--- src/rtl/cmd_rx_pkg.sv ---
`default_nettype none
// ============================================================================
// Module   : cmd_rx_pkg
// Brief    : Shared types and default parameters for the BLE command receiver
//            (UART bit receiver state set, byte assembler state set).
// Revision : 1.0 - initial release
// ============================================================================
package cmd_rx_pkg;

  // 50 MHz / 19200 baud
  localparam int BAUD_DIV_DEF = 2604;
  // Inter-byte timeout between high and low byte
  localparam int TMO_CYC_DEF  = 1 << 20;

  typedef enum logic [1:0] {
    RX_IDLE  = 2'd0,
    RX_START = 2'd1,
    RX_DATA  = 2'd2,
    RX_STOP  = 2'd3
  } rx_state_t;

  typedef enum logic [0:0] {
    ASM_WAIT_HI = 1'b0,
    ASM_WAIT_LO = 1'b1
  } asm_state_t;

endpackage
`default_nettype wire

--- src/rtl/cmd_rx_uart_rx.sv ---
`default_nettype none
// ============================================================================
// Module   : uart_rx
// Brief    : 8N1 UART bit receiver, LSB first. Two-flop synchronizer on RX,
//            start-bit validation at mid-bit, one-cycle rdy / frm_err pulses
//            coincident with the stop-bit sample. BAUD_DIV must be >= 2.
// Revision : 1.0 - initial release
// ============================================================================
module uart_rx
  import cmd_rx_pkg::*;
#(
  parameter int BAUD_DIV = BAUD_DIV_DEF
) (
  input  logic       clk,
  input  logic       rst,
  input  logic       RX,
  output logic       rdy,
  output logic [7:0] rx_data,
  output logic       frm_err
);

  localparam int CNT_W = $clog2(BAUD_DIV + 1);
  localparam logic [CNT_W-1:0] C_HALF = CNT_W'(BAUD_DIV / 2);
  localparam logic [CNT_W-1:0] C_FULL = CNT_W'(BAUD_DIV);
  localparam logic [CNT_W-1:0] C_ONE  = CNT_W'(1);

  localparam logic [1:0] S_IDLE  = RX_IDLE;
  localparam logic [1:0] S_START = RX_START;
  localparam logic [1:0] S_DATA  = RX_DATA;
  localparam logic [1:0] S_STOP  = RX_STOP;

  logic             r_rx_meta;
  logic             r_rx_sync;
  logic             r_rx_prev;
  logic [1:0]       r_state;
  logic [CNT_W-1:0] r_cnt;
  logic [2:0]       r_bit_idx;
  logic [7:0]       r_shift;

  logic w_fall;
  logic w_tick;

  // The previous synchronized value gives a clean falling-edge detect
  assign w_fall = r_rx_prev & ~r_rx_sync;
  // Sample point: the counter has run down to its last cycle
  assign w_tick = (r_cnt <= C_ONE);

  // Synchronize the asynchronous line; all flops idle high like the line
  always_ff @(posedge clk) begin
    if (rst) begin
      r_rx_meta <= 1'b1;
      r_rx_sync <= 1'b1;
      r_rx_prev <= 1'b1;
    end else begin
      r_rx_meta <= RX;
      r_rx_sync <= r_rx_meta;
      r_rx_prev <= r_rx_sync;
    end
  end

  // Frame decoder: start validation, 8 data samples, stop check
  always_ff @(posedge clk) begin
    if (rst) begin
      r_state   <= S_IDLE;
      r_cnt     <= '0;
      r_bit_idx <= '0;
      r_shift   <= '0;
    end else begin
      case (r_state)
        S_IDLE: begin
          if (w_fall) begin
            r_state <= S_START;
            r_cnt   <= C_HALF;
          end
        end
        S_START: begin
          if (w_tick) begin
            if (r_rx_sync) begin
              // Line back high at mid-start: glitch, not a frame
              r_state <= S_IDLE;
            end else begin
              r_state   <= S_DATA;
              r_cnt     <= C_FULL;
              r_bit_idx <= '0;
            end
          end else begin
            r_cnt <= r_cnt - C_ONE;
          end
        end
        S_DATA: begin
          if (w_tick) begin
            r_shift <= {r_rx_sync, r_shift[7:1]};
            r_cnt   <= C_FULL;
            if (r_bit_idx == 3'd7) begin
              r_state <= S_STOP;
            end else begin
              r_bit_idx <= r_bit_idx + 3'd1;
            end
          end else begin
            r_cnt <= r_cnt - C_ONE;
          end
        end
        S_STOP: begin
          if (w_tick) begin
            r_state <= S_IDLE;
            r_cnt   <= '0;
          end else begin
            r_cnt <= r_cnt - C_ONE;
          end
        end
        default: begin
          r_state <= S_IDLE;
        end
      endcase
    end
  end

  // Result pulses are valid in the stop-sample cycle itself
  assign rdy     = ~rst & (r_state == S_STOP) & w_tick &  r_rx_sync;
  assign frm_err = ~rst & (r_state == S_STOP) & w_tick & ~r_rx_sync;
  assign rx_data = r_shift;

endmodule
`default_nettype wire

--- src/rtl/cmd_rx.sv ---
`default_nettype none
// ============================================================================
// Module   : cmd_rx
// Brief    : BLE command receiver. Receives UART bytes and assembles them in
//            pairs {high, low} into a 16-bit command with a ready flag, an
//            inter-byte timeout, and discard of partial commands on errors.
// Revision : 1.0 - initial release
// ============================================================================
module cmd_rx
  import cmd_rx_pkg::*;
#(
  parameter int BAUD_DIV = BAUD_DIV_DEF,
  parameter int TMO_CYC  = TMO_CYC_DEF
) (
  input  logic        clk,
  input  logic        rst,
  input  logic        RX,
  input  logic        clr_cmd_rdy,
  output logic [15:0] cmd,
  output logic        cmd_rdy,
  output logic        frm_err
);

  localparam int TMO_W = $clog2(TMO_CYC);
  localparam logic [TMO_W-1:0] C_TMO_LAST = TMO_W'(TMO_CYC - 1);
  localparam logic [TMO_W-1:0] C_TMO_ONE  = TMO_W'(1);

  localparam logic [0:0] S_WAIT_HI = ASM_WAIT_HI;
  localparam logic [0:0] S_WAIT_LO = ASM_WAIT_LO;

  logic             w_byte_rdy;
  logic [7:0]       w_byte;
  logic             w_frm_err;

  logic [0:0]       r_state;
  logic [7:0]       r_hi;
  logic [TMO_W-1:0] r_tmo;
  logic [15:0]      r_cmd;
  logic             r_cmd_rdy;

  uart_rx #(
    .BAUD_DIV (BAUD_DIV)
  ) u_uart_rx (
    .clk     (clk),
    .rst     (rst),
    .RX      (RX),
    .rdy     (w_byte_rdy),
    .rx_data (w_byte),
    .frm_err (w_frm_err)
  );

  // Byte-pair assembler; completion setting cmd_rdy overrides the clear
  always_ff @(posedge clk) begin
    if (rst) begin
      r_state   <= S_WAIT_HI;
      r_hi      <= '0;
      r_tmo     <= '0;
      r_cmd     <= '0;
      r_cmd_rdy <= 1'b0;
    end else begin
      if (clr_cmd_rdy) begin
        r_cmd_rdy <= 1'b0;
      end
      case (r_state)
        S_WAIT_HI: begin
          if (w_byte_rdy) begin
            // A new command has started; the held one is now stale
            r_hi      <= w_byte;
            r_cmd_rdy <= 1'b0;
            r_tmo     <= '0;
            r_state   <= S_WAIT_LO;
          end
        end
        S_WAIT_LO: begin
          if (w_byte_rdy) begin
            r_cmd     <= {r_hi, w_byte};
            r_cmd_rdy <= 1'b1;
            r_state   <= S_WAIT_HI;
          end else if (w_frm_err || (r_tmo == C_TMO_LAST)) begin
            // Drop the lone high byte; cmd and cmd_rdy are left alone
            r_state <= S_WAIT_HI;
          end else begin
            r_tmo <= r_tmo + C_TMO_ONE;
          end
        end
        default: begin
          r_state <= S_WAIT_HI;
        end
      endcase
    end
  end

  assign cmd     = r_cmd;
  assign cmd_rdy = r_cmd_rdy;
  assign frm_err = w_frm_err;

endmodule
`default_nettype wire

--- config.mk ---
export PLATFORM = sky130hd
export DESIGN_NAME = cmd_rx
export DESIGN_NICKNAME = d
export VERILOG_FILES = /design/src/rtl/cmd_rx_pkg.sv /design/src/rtl/cmd_rx_uart_rx.sv /design/src/rtl/cmd_rx.sv
export SDC_FILE = /design/constraint.sdc
export NUM_CORES = 1
export LEC_CHECK = 0
export ABC_CLOCK_PERIOD_IN_PS = 6300
export BUFFER_PORTS_ARGS = -buffer_cell sky130_fd_sc_hd__buf_2
export CAP_MARGIN = 20
export CORE_MARGIN = 3
export CORE_UTILIZATION = 50
export DETAILED_ROUTE_END_ITERATION = 8
export HOLD_SLACK_MARGIN = 0.03
export PLACE_DENSITY = 0.76
export SLEW_MARGIN = 10
export SYNTH_ARGS = -nofsm -noshare
export SYNTH_HDL_FRONTEND = slang
export SYNTH_SLANG_ARGS = --single-unit
--- constraint.sdc ---
create_clock -name clk -period 6.3 [get_ports clk]
set_input_delay 0 -clock clk [delete_from_list [all_inputs] [get_ports clk]]
set_output_delay 0 -clock clk [all_outputs]
set_load 0.1 [all_outputs]
==> metrics, run 1 <==
leak pwr=1.28 nW; status=complete, no violations; first-pass GRT wire length=11900 um; Hold Path Class=input pin to flop; RSZ-0062 raised after global routing=no; initial antenna violation count=0; vias in the first global route=2725; clock tree buffer depth=2; sw frac=33.8%; Yosys Warn Count=0; Reg power frac=47.4%; CP Depth=6; GP Congestion=0.802; post-DP HPWL=4740 um; Worst-Margin Slew=1.04 ns; CTS sink count=74; XOR/XNOR share of the synthesized area=1.81%; Post-synth EDFFs=0; Tmin final=3.45 ns; antenna cells=0; # DRC=0; final setup vio count=0; max_cap viols=0; critical path capture point type=flop; Max Fclk=290 MHz; Tcrit/Tclk final=54.7%; largest net degree at the start of global routing=57; vias per cell=5.78; Setup Fix Bufs, Post-CTS=0; ys flop type=dfxtp_1; simple-gate portion of the synthesized area=28.2%; slowest stage delay, CP=0.93 ns; wirelength, routed=7010 um; Critical-path top delay cell=nor4_2; Largest delay share family, worst path=simple AND/OR/NAND/NOR gates; final hold vios=0; R2R Setup Slk=2.85 ns; async set-or-reset flop fraction in the synthesized netlist=0%; Clk pwr share=32.8%; kind of critical path=flop to flop; core box area=0.00646 mm2; clk slew on worst S/H paths=0.08 ns; Post-Syn Nets=449; critical path arrival=3.74 ns; Mean Syn Cell Area=7.77 um2; area leader, netlist=dfxtp_1; Starting Density=52.3%; Slew Limit Fails=0; port bufs=21; largest family of logic cells by synthesized area=simple AND/OR/NAND/NOR gates; Critical Path RT=6.59 ns; CTS resizes=0; Pwr Density=283 mW/mm2; Die Span X=88.2 um; r2r worst-path depth=6; Yosys cell types=41; Startpoint Class=flop; overall power=1.05 mW; site row count=29; CTS tree=built; clk root buf=clkbuf_8; VDD IR max=0.209 mV; GRT Total Usage=19.1%; share of the synthesized area in the top cell type=43.8%; via count=3055; fin worst setup slack=2.85 ns; Adder-Cell Fraction of Synth Area=3.70%; top post-synthesis cells by count=85 x nand2_1, 74 x dfxtp_1, 67 x a21oi_1, 25 x nor2_1; Placed Area=0.00351 mm2; TritonCTS Buffers=9; drt first pass iters=4; post-synthesis sequential area ratio=43.8%; sw power=0.355 mW; final-stage net count=461; Post-CTS Hold Buffers=2; Die Y=88.2 um; Synth area leaders=dfxtp_1 44%, a21oi_1 9.9%, nand2_1 9.4%, ha_1 3.7%, nand3_1 3.3%; Fin Setup TNS=0 ns; register bit total from synthesis=74; hold depth=4; H-tree depth=3; clk_lat worst skew=0.37 ns; DR iter-0 viols=234; CP Cell Sequence=or4_1, nor4_2, a31oi_1, a21oi_2, o21ai_0, a21oi_1; final standard cell area without fillers=0.00371 mm2; Compound-Gate Fraction of Synth Area=18.4%; clk_skew=0.00929 ns; mux contribution to synthesized area=0.296%; Logic pwr share=19.8%; critical path fanouts, max=25; Pint=0.696 mW; WL per Instance=13.2 um; Buf+Inv Stages, Crit Path=0; total I/O pin count=22; Slew headroom=30.1%; most common cell in the synthesized netlist=nand2_1; Final ANT Viol Nets=0; Setup WS pre-CTS=2.89 ns; die area=0.00778 mm2; Cells after Synth=435; area grow syn2layout=9.84%; Netlist Area Pre-Place=0.00338 mm2; proportion of layout cells with a drive suffix above 1=10.4%; global route total overflow=0
## tightest hold or removal path: cells and delay by family
family                 cells  cell delay, ns
AOI/OAI and AO/OA          1            0.13
and+or+nand+nor            1            0.05
buffers and inverters      2            0.23
## cell usage in the layout (no fill, tap or decap), types with 10 or more instances in the layout
| cell | n |
|---|---|
| ha_1 | 10 |
| o21ai_0 | 22 |
| a21oi_1 | 67 |
| nor3_1 | 13 |
| nor2_1 | 25 |
| nand2_1 | 85 |
| buf_2 | 21 |
| dfxtp_1 | 74 |
| nand3_1 | 22 |
## registers in the layout, indices dropped and copies added (netlist names), named ones only
name                 flops
r_tmo                   20
cmd                     16
u_uart_rx.r_cnt         12
r_hi                     8
u_uart_rx.rx_data        8
u_uart_rx.r_bit_idx      3
cmd_rdy                  1
r_state                  1
u_uart_rx.r_rx_meta      1
u_uart_rx.r_rx_prev      1
u_uart_rx.r_rx_sync      1
u_uart_rx.r_state        1
## per-stage QoR
step	hold WS (ns)	utilization, %	std cells
2_1_floorplan	0.104	-	435
3_3_place_gp	0.188	54.3	511
3_5_place_dp	0.192	54.3	511
4_1_cts	0.0678	57.5	529
5_1_grt	0.126	57.5	529
6_report	0.0945	57.5	529
## logic make-up (layout without fill, tap and decap cells)
kind of cell | Yosys count | in the layout
AND/OR/NAND/NOR | 197 | 197
AO/OA/AOI/OAI | 113 | 113
flip-flops | 74 | 74
buffers and inverters | 33 | 50
adder cells (fa/ha/maj) | 10 | 10
XOR/XNOR | 7 | 7
multiplexers | 1 | 1
## per-layer routing
| layer | share of wire, % | wire (um) | vias to the layer above | GRT usage (%) |
|---|---|---|---|---|
| li1 | - | - | 1560 | - |
| met1 | 48 | 3400 | 1429 | 24.2 |
| met2 | 46 | 3210 | 59 | 30.0 |
| met3 | 4.6 | 323 | 7 | 7.08 |
| met4 | 1.1 | 78 | 0 | 6.46 |
| met5 | 0 | 0 | - | 0 |
## path summary, 6_finish.rpt
check | startpoint | to
hold reg to reg | u_uart_rx.r_rx_meta$_SDFF_PP1_ | u_uart_rx.r_rx_sync$_SDFF_PP1_
hold / removal | rst | u_uart_rx.r_cnt[2]$_SDFFE_PP0P_
setup reg to reg | u_uart_rx.r_cnt[6]$_SDFFE_PP0P_ | r_tmo[4]$_SDFFE_PP0P_
setup / recovery | u_uart_rx.r_cnt[6]$_SDFFE_PP0P_ | r_tmo[4]$_SDFFE_PP0P_
## power groups by stage
stage	Clock [mW]	Combinational, mW	Sequential, mW
final	0.345	0.208	0.498
after global routing	0.377	0.237	0.500
after CTS	0.357	0.206	0.497
after detailed placement	0	0.204	0.508
after global placement	0	0.201	0.507
after floorplan	0	0.170	0.503
## cell type report
class | instances | area, um2
fill | 598 | 2750
multi-input combinational | 328 | 1780
sequential | 74 | 1480
timing repair buffer | 25 | 140
clock buffer | 9 | 124
tap | 77 | 96.3
clock inverter | 7 | 61.3
inverter | 9 | 33.8
Note: power is estimated with default switching activity, not from simulation.
==> run 2: changes to the inputs <==
--- a/config.mk
+++ b/config.mk
@@ -5,7 +5,7 @@
 export SDC_FILE = /design/constraint.sdc
 export NUM_CORES = 1
 export LEC_CHECK = 0
-export ABC_CLOCK_PERIOD_IN_PS = 6300
+export ABC_CLOCK_PERIOD_IN_PS = 3200
 export BUFFER_PORTS_ARGS = -buffer_cell sky130_fd_sc_hd__buf_2
 export CAP_MARGIN = 20
 export CORE_MARGIN = 3
==> constraint.sdc (replaced) <==
create_clock -name clk -period 3.2 [get_ports clk]
set_input_delay 0 -clock clk [delete_from_list [all_inputs] [get_ports clk]]
set_output_delay 0 -clock clk [all_outputs]
set_load 0.1 [all_outputs]
==> metrics, run 2 (synthesis results as in run 1) <==
status=complete, no violations; commonest non-fill, non-tap cell in the layout=nand2_1; Fin Setup TNS=0 ns; clk root buf=clkbuf_8; slowest stage delay, CP=0.72 ns; Layout Utilization=58.5%; clock tree buffer depth=2; Max Fclk=337 MHz; Slew headroom=36.6%; Final ANT Viol Nets=0; site row count=29; final setup vio count=0; hold_ws=0.0870 ns; Largest delay share family, worst path=simple AND/OR/NAND/NOR gates; vias per cell=5.81; Critical Path RT=3.45 ns; Die Y=88.2 um; CP endpoint=r_tmo[16]$_SDFFE_PP0P_; R2R Setup Slk=0.23 ns; Placed Area=0.00355 mm2; CP Depth=6; Starting Density=52.3%; Worst-Margin Slew=0.951 ns; Clk pwr share=34.6%; most frequent cells in the layout=85 x nand2_1, 74 x dfxtp_1, 67 x a21oi_1; CTS sink count=74; critical path fanouts, max=12; Pint=1.48 mW; # DRC=0; Buf+Inv Stages, Crit Path=0; antenna cells=0; clk_lat worst skew=0.35 ns; die area=0.00778 mm2; total I/O pin count=22; initial antenna violation count=0; wirelength, routed=7440 um; Reg power frac=44.8%; Startpoint Class=flop; Critical-path top delay cell=or4_1; clk_skew=0.00939 ns; max_cap viols=0; H-tree depth=3; critical path capture point type=flop; clk slew on worst S/H paths=0.08 ns; GRT Total Usage=20.2%; TritonCTS Buffers=9; sw power=0.710 mW; sw frac=32.5%; VDD IR max=0.399 mV; Slew Limit Fails=0; final hold vios=0; DR iter-0 viols=255; critical path arrival=3.21 ns; global route total overflow=0; vias in the first global route=2786; WL per Instance=13.9 um; Logic pwr share=20.7%; largest net degree at the start of global routing=34; CP Cell Sequence=or4_1, or4_1, or3_1, a21oi_1, a21bo_2, a21oi_1; Worst R2R End=r_tmo[16]$_SDFFE_PP0P_; r2r worst-path depth=6; drt first pass iters=4; Die Span X=88.2 um; post-DP HPWL=4960 um; CTS tree=built; Fillers=581; RSZ-0062 raised after global routing=no; Pwr Density=578 mW/mm2; worst setup path startpoint=u_uart_rx.r_cnt[6]$_SDFFE_PP0P_; GP Congestion=0.866; via count=3103; core box area=0.00646 mm2; Hold Path Class=input pin to flop; final standard cell area without fillers=0.00378 mm2; first-pass GRT wire length=12600 um; Tmin final=2.97 ns; port bufs=21; final-stage net count=466; worst flop-to-flop path startpoint=u_uart_rx.r_cnt[6]$_SDFFE_PP0P_; leak pwr=1.32 nW; kind of critical path=flop to flop; proportion of layout cells with a drive suffix above 1=11.8%; Biggest register=r_tmo; Tcrit/Tclk final=92.8%; area grow syn2layout=11.8%; max FFs per register=20
run 2: metal layers:
metal / track usage, % / vias to the layer above / wire length, um
li1: - / 1577 / -
met1: 26.8 / 1449 / 3500
met2: 32.4 / 62 / 3520
met3: 4.84 / 15 / 307
met4: 6.73 / 0 / 110
met5: 0 / - / 0
run 2: area by class of cell:
class,instances,area (um2),area share (%)
Clock buffer,9,124,3.28
Timing Repair Buffer,30,178,4.70
Clock inverter,7,83.8,2.22
Sequential cell,74,1480,39.2
Multi-Input combinational cell,328,1780,47.2
Inverter,9,33.8,0.894
Tap cell,77,96.3,2.55
run 2: worst min-delay path by stage:
stage	depth (start not counted)	start	end	slack, ns
after CTS	2	rst	flop	0.08
after floorplan	1	RX	u_uart_rx.r_rx_meta$_SDFF_PP1_	0.10
after detailed placement	2	RX	u_uart_rx.r_rx_meta$_SDFF_PP1_	0.19
after global placement	2	RX	u_uart_rx.r_rx_meta$_SDFF_PP1_	0.19
after global routing	2	rst	u_uart_rx.r_cnt[1]$_SDFFE_PP0P_	0.12
final	2	rst	u_uart_rx.r_cnt[1]$_SDFFE_PP0P_	0.09
run 2: through the flow:
step / setup WS, ns / instances / power, mW
after floorplan: 0.176 / 435 / 1.33
after global placement: 0.307 / 516 / 1.43
after detailed placement: 0.243 / 516 / 1.44
after CTS: 0.240 / 534 / 2.20
after global routing: 0.0710 / 534 / 2.31
final: 0.231 / 534 / 2.19
run 2: repair_timing:
item	CTS	global route
hold endpoints to repair	2	0
hold buffers	2	0
endpoints found under the setup margin	0	5
buffers inserted	0	0
gates resized for setup	0	1
run 2: power groups by stage:
stage	combinational [mW]	sequential, mW	clock [mW]
2_1_floorplan	0.336	0.990	0
3_3_place_gp	0.434	0.999	0
3_5_place_dp	0.444	0.999	0
4_1_cts	0.449	0.978	0.774
5_1_grt	0.510	0.983	0.816
6_report	0.452	0.979	0.756
